`src/rtl/uart_packet_decoder.sv`:
```
// uart_packet_decoder: assembles UART bytes into a control/output/frequency packet and publishes it atomically.
// Optional UART_PACKET_CHECKSUM_EN appends an XOR checksum byte that gates publication.
module uart_packet_decoder #(
  parameter int DATA_BIT    = 32,
  parameter int PACK_NUM    = 9,
  parameter int TIMEOUT_CYC = 100000
) (
  input  logic                clk,
  input  logic                rst_n,
  input  logic [7:0]          i_data,
  input  logic                i_rx_done_tick,
  output logic [DATA_BIT-1:0] o_output_pattern,
  output logic [DATA_BIT-1:0] o_freq_pattern,
  output logic [3:0]          o_sel_out,
  output logic                o_start,
  output logic                o_stop,
  output logic                o_mode,
  output logic                o_done_tick,
  output logic                o_err_tick
);
  localparam int NB = DATA_BIT / 8;
  localparam int CW = $clog2(PACK_NUM + 1);
  localparam int TW = $clog2(TIMEOUT_CYC);
`ifdef UART_PACKET_CHECKSUM_EN
  localparam int LAST = PACK_NUM;
`else
  localparam int LAST = PACK_NUM - 1;
`endif

  typedef enum logic [1:0] {S_IDLE, S_RECV, S_PUB} state_t;

  state_t              state_q, state_d;
  logic [CW-1:0]       byte_cnt_q, byte_cnt_d;
  logic [TW-1:0]       timer_q, timer_d;
  logic [6:0]          ctrl_sh_q, ctrl_sh_d, ctrl_q, ctrl_d;
  logic [DATA_BIT-1:0] out_sh_q, out_sh_d, freq_sh_q, freq_sh_d;
  logic [DATA_BIT-1:0] out_pat_q, out_pat_d, freq_pat_q, freq_pat_d;
  logic                done_q, done_d, err_q, err_d;
  logic                pub_ok, chk_byte;

`ifdef UART_PACKET_CHECKSUM_EN
  logic [7:0] sum_q, sum_d;
  logic       chk_ok_q, chk_ok_d;
  assign pub_ok   = chk_ok_q;
  assign chk_byte = byte_cnt_q == CW'(LAST);
`else
  assign pub_ok   = 1'b1;
  assign chk_byte = 1'b0;
`endif

  always_comb begin
    state_d    = state_q;
    byte_cnt_d = byte_cnt_q;
    timer_d    = timer_q;
    ctrl_sh_d  = ctrl_sh_q;
    out_sh_d   = out_sh_q;
    freq_sh_d  = freq_sh_q;
    ctrl_d     = ctrl_q;
    out_pat_d  = out_pat_q;
    freq_pat_d = freq_pat_q;
    done_d     = 1'b0;
    err_d      = 1'b0;
`ifdef UART_PACKET_CHECKSUM_EN
    sum_d      = sum_q;
    chk_ok_d   = chk_ok_q;
`endif
    if (state_q == S_PUB) begin
      state_d = S_IDLE;
      if (pub_ok) begin
        ctrl_d     = ctrl_sh_q;
        out_pat_d  = out_sh_q;
        freq_pat_d = freq_sh_q;
        done_d     = 1'b1;
      end else begin
        err_d = 1'b1;
      end
    end
    // A strobe outside S_RECV is always byte 0 of a new packet, including during publish.
    if (i_rx_done_tick && state_q != S_RECV) begin
      ctrl_sh_d  = i_data[6:0];
      byte_cnt_d = CW'(1);
      timer_d    = '0;
      state_d    = S_RECV;
`ifdef UART_PACKET_CHECKSUM_EN
      sum_d      = i_data;
`endif
    end else if (state_q == S_RECV) begin
      if (i_rx_done_tick) begin
        timer_d    = '0;
        byte_cnt_d = byte_cnt_q + 1'b1;
        if (!chk_byte) begin
          if (byte_cnt_q <= CW'(NB)) out_sh_d = DATA_BIT'({out_sh_q, i_data});
          else freq_sh_d = DATA_BIT'({freq_sh_q, i_data});
        end
`ifdef UART_PACKET_CHECKSUM_EN
        sum_d    = sum_q ^ i_data;
        chk_ok_d = sum_q == i_data;
`endif
        if (byte_cnt_q == CW'(LAST)) state_d = S_PUB;
      end else if (timer_q == TW'(TIMEOUT_CYC - 1)) begin
        err_d      = 1'b1;
        byte_cnt_d = '0;
        state_d    = S_IDLE;
      end else begin
        timer_d = timer_q + 1'b1;
      end
    end
  end

  always_ff @(posedge clk or negedge rst_n) begin
    if (!rst_n) begin
      state_q    <= S_IDLE;
      byte_cnt_q <= '0;
      timer_q    <= '0;
      ctrl_sh_q  <= '0;
      out_sh_q   <= '0;
      freq_sh_q  <= '0;
      ctrl_q     <= '0;
      out_pat_q  <= '0;
      freq_pat_q <= '0;
      done_q     <= 1'b0;
      err_q      <= 1'b0;
    end else begin
      state_q    <= state_d;
      byte_cnt_q <= byte_cnt_d;
      timer_q    <= timer_d;
      ctrl_sh_q  <= ctrl_sh_d;
      out_sh_q   <= out_sh_d;
      freq_sh_q  <= freq_sh_d;
      ctrl_q     <= ctrl_d;
      out_pat_q  <= out_pat_d;
      freq_pat_q <= freq_pat_d;
      done_q     <= done_d;
      err_q      <= err_d;
    end
  end

`ifdef UART_PACKET_CHECKSUM_EN
  always_ff @(posedge clk or negedge rst_n) begin
    if (!rst_n) begin
      sum_q    <= '0;
      chk_ok_q <= 1'b0;
    end else begin
      sum_q    <= sum_d;
      chk_ok_q <= chk_ok_d;
    end
  end
`endif

  assign o_output_pattern = out_pat_q;
  assign o_freq_pattern   = freq_pat_q;
  assign o_sel_out        = ctrl_q[3:0];
  assign o_start          = ctrl_q[4];
  assign o_stop           = ctrl_q[5];
  assign o_mode           = ctrl_q[6];
  assign o_done_tick      = done_q;
  assign o_err_tick       = err_q;
endmodule

```
`config.mk`:
```
export PLATFORM = sky130hd
export DESIGN_NAME = uart_packet_decoder
export DESIGN_NICKNAME = d
export VERILOG_FILES = /design/src/rtl/uart_packet_decoder.sv
export SDC_FILE = /design/constraint.sdc
export NUM_CORES = 1
export LEC_CHECK = 0
export ABC_AREA = 0
export ABC_CLOCK_PERIOD_IN_PS = 2450
export BUFFER_PORTS_ARGS = -buffer_cell sky130_fd_sc_hd__buf_2
export CAP_MARGIN = 40
export CORE_ASPECT_RATIO = 1.1
export CORE_MARGIN = 2
export CORE_UTILIZATION = 57
export CTS_BUF_LIST = sky130_fd_sc_hd__clkbuf_8 sky130_fd_sc_hd__clkbuf_16
export DETAILED_ROUTE_END_ITERATION = 8
export GPL_ROUTABILITY_DRIVEN = 1
export PLACE_DENSITY = 0.89
export SYNTH_ARGS = -nofsm -noshare
export SYNTH_HDL_FRONTEND = slang
export SYNTH_SLANG_ARGS = --single-unit
export TNS_END_PERCENT = 50
```
`constraint.sdc`:
```
create_clock -name clk -period 2.45 [get_ports clk]
set_input_delay 0 -clock clk [delete_from_list [all_inputs] [get_ports clk]]
set_output_delay 0 -clock clk [all_outputs]
set_load 0.01 [all_outputs]
```
==> flow_summary.json <==
{
  "die_h_um": 117,
  "tightestPinTransition_ps": 750,
  "cts_resized": 0,
  "ant_nets": 0,
  "r2r-start": "timer_q[8]$_DFFE_PN0P_",
  "grt_pass1_vias": 4838,
  "worstPathCellList": "or4b_4 -> nor4_4 -> nor4b_1 -> mux2_2",
  "crit_type": "flip-flop to flip-flop",
  "min_path_type": "input port to flip-flop",
  "syn-num-nets": 607,
  "cp.required_ps": 2760,
  "seq_area_frac_synth_pct": 62.6,
  "min_to": "timer_q[10]$_DFFE_PN0P_",
  "vdd_ir_drop_max_mv": 0.707,
  "cts_tree": "built",
  "firstDrtPassIters": 5,
  "yosysTopAreaCellShare_pct": 62.6,
  "io_pins": 84,
  "grt-ovfl-total": 0,
  "drive_gt1_share_pct": 29.7,
  "hold_buffers": 9,
  "critPathMaxFanout": 12,
  "hold_viol_final": 0,
  "synth_cells": 593,
  "layoutNonFillerInstCount": 846,
  "synthFlopType": "dfrtp_1",
  "grt_max_degree": 76,
  "nFillCells": 790,
  "fin_crit_ps": 2180,
  "first_iter_violations": 411,
  "path_clk_slew_ps": 60,
  "power_leakage_nw": 4.11,
  "async_flop_share_pct": 100,
  "area_growth_pct": 19.3,
  "cts_root_buf": "clkbuf_16",
  "viasPerCell": 5.64,
  "htreeDepth": 4,
  "antenna_found_initial": 0,
  "critPathArrivalTime_ps": 2490,
  "vias": 4775,
  "skew_ps": 7.92,
  "setup_viol": 0,
  "rsz0062_at_grt": "no",
  "critical-path-top-delay-family": "simple AND/OR/NAND/NOR gates",
  "synth_area_per_cell_um2": 11.3,
  "report.final.slew_viol_count": 0,
  "drv_cap": 0,
  "finalWorstSetupSlack_ps": 273,
  "std_cell_rows": 41,
  "portBuffers": 83,
  "place_ws_ps": 335,
  "wire_per_inst_um": 17.3,
  "postCtsSetupBuffers": 0,
  "synth_edf_count": 0,
  "r2r_cells": 4,
  "nets": 697,
  "multi_input_area_um2": 2360,
  "dp_hpwl_mm": 8.90,
  "fin_tns_setup_ps": 0,
  "fin_crit_sh_pct": 88.9,
  "antenna_cells": 0,
  "synth-warning-count": 0,
  "regArea_um2": 4180,
  "crit_buf_inv": 0,
  "grt_pass1_wl_mm": 24.0,
  "die_area_um2": 12600,
  "yosys.area.top_type": "dfrtp_1",
  "worst_r2r_endpoint": "timer_q[3]$_DFFE_PN0P_",
  "place.gp.congestion": 0.800,
  "wirelength_mm": 14.6,
  "crit_slowest_cell": "or4b_4",
  "start_kind": "flip-flop",
  "synth_area_leaders": "dfrtp_1 (63%), nand2_1 (13%), mux2_2 (12%)",
  "clock-sinks": 167,
  "worstHoldPathCells": 2,
  "fmax_mhz": 459,
  "cts_max_path_buffers": 2,
  "synth_seq_cells": 167,
  "final_common_cell": "nand2_1",
  "pwr_density_cell_nw_per_um2": 1140,
  "min_from": "i_rx_done_tick",
  "clkLatencyLatePin_ps": 430,
  "start_util_pct": 58.3,
  "endpoint_kind": "flip-flop",
  "outcome": "finished, final reports clean",
  "syn_area_um2": 6670,
  "cpPeakStageDelay_ps": 600,
  "final_cell_mix": "nand2_1 (223), dfrtp_1 (167), buf_2 (82)",
  "ys_types": 45,
  "dp.cells": 805,
  "drc": 0,
  "cts_made_buffers": 17,
  "grtUsageTotal_pct": 24.7,
  "core_area_um2": 11400,
  "relSlewSlack_pct": 50.0,
  "die-width_um": 107,
  "rrSetupSlack_ps": 270
}
## cell usage after synthesis, types with 3 or more instances
master	instances
a21oi_1	6
buf_2	7
clkbuf_1	18
dfrtp_1	167
ha_1	3
inv_1	6
mux2_2	72
nand2_1	223
nand3_1	9
nand4_1	4
nor2_1	12
nor2b_1	5
nor3_1	4
nor4_1	3
o21ai_0	6
o31ai_1	3
or3_1	3
or4_1	3
xnor2_1	6
xor2_1	3
## cell families after synthesis
family	share of synthesized area, %
compound gates	2.01
xor+xnor	1.18
fa+ha+maj	0.562
buf+inv	2.21
flops	62.6
mux	12.7
simple gates	18.7
## per-layer routing
| metal | wire, um | vias up | global-route usage, % |
|---|---|---|---|
| li1 | - | 2146 | - |
| met1 | 5750 | 2390 | 31.0 |
| met2 | 7490 | 190 | 39.9 |
| met3 | 808 | 49 | 5.98 |
| met4 | 565 | 0 | 12.3 |
| met5 | 0 | - | 0 |
## power breakdown
part	leakage, nW	internal (mW)	switching, mW
sequential	2.17	3.66	0.663
combinational	1.64	1.12	0.952
clock	0.298	1.46	1.23
total	4.11	6.25	2.84
## area by class of cell
class                      count  area share (%)
clock buffer                  17            5.35
clock inverter                15            2.28
inverter                       7           0.330
multi-input combinational    391            29.6
sequential                   167            52.5
tap                          150            2.36
timing repair buffer          99            7.56
## worst reg2reg max path: stages (launching register included)
cell,delay (ps)
dfrtp_1,460
or4b_4,600
nor4_4,560
nor4b_1,140
mux2_2,300
## worst max-delay path by stage
stage,from,endpoint,cells after the start
after detailed placement,timer_q[8]$_DFFE_PN0P_,timer_q[5]$_DFFE_PN0P_,4
after CTS,timer_q[8]$_DFFE_PN0P_,timer_q[3]$_DFFE_PN0P_,4
final,timer_q[8]$_DFFE_PN0P_,timer_q[3]$_DFFE_PN0P_,4
after floorplan,timer_q[8]$_DFFE_PN0P_,timer_q[4]$_DFFE_PN0P_,5
after global routing,timer_q[8]$_DFFE_PN0P_,timer_q[3]$_DFFE_PN0P_,4
after global placement,timer_q[8]$_DFFE_PN0P_,timer_q[3]$_DFFE_PN0P_,4
## through the flow
step           total power, mW  utilization (%)  instance area (um^2)  hold WS [ps]
3_3_place_gp              6.19             63.5                  7260         -7.57
4_1_cts                   9.14             69.6                  7960          67.4
3_5_place_dp              6.36             63.5                  7260          6.18
6_report                  9.09             69.6                  7960          81.0
5_1_grt                   9.56             69.6                  7960           112
2_1_floorplan             5.60                -                  6670          -296
## registers in the layout, summed over array words and instances (netlist names)
signal,count
out_sh_q,32
o_done_tick,1
byte_cnt_q,4
o_output_pattern,32
state_q,2
timer_q,17
o_freq_pattern,32
ctrl_q,7
ctrl_sh_q,7
o_err_tick,1
freq_sh_q,32
(Power assumes the default switching activity.)
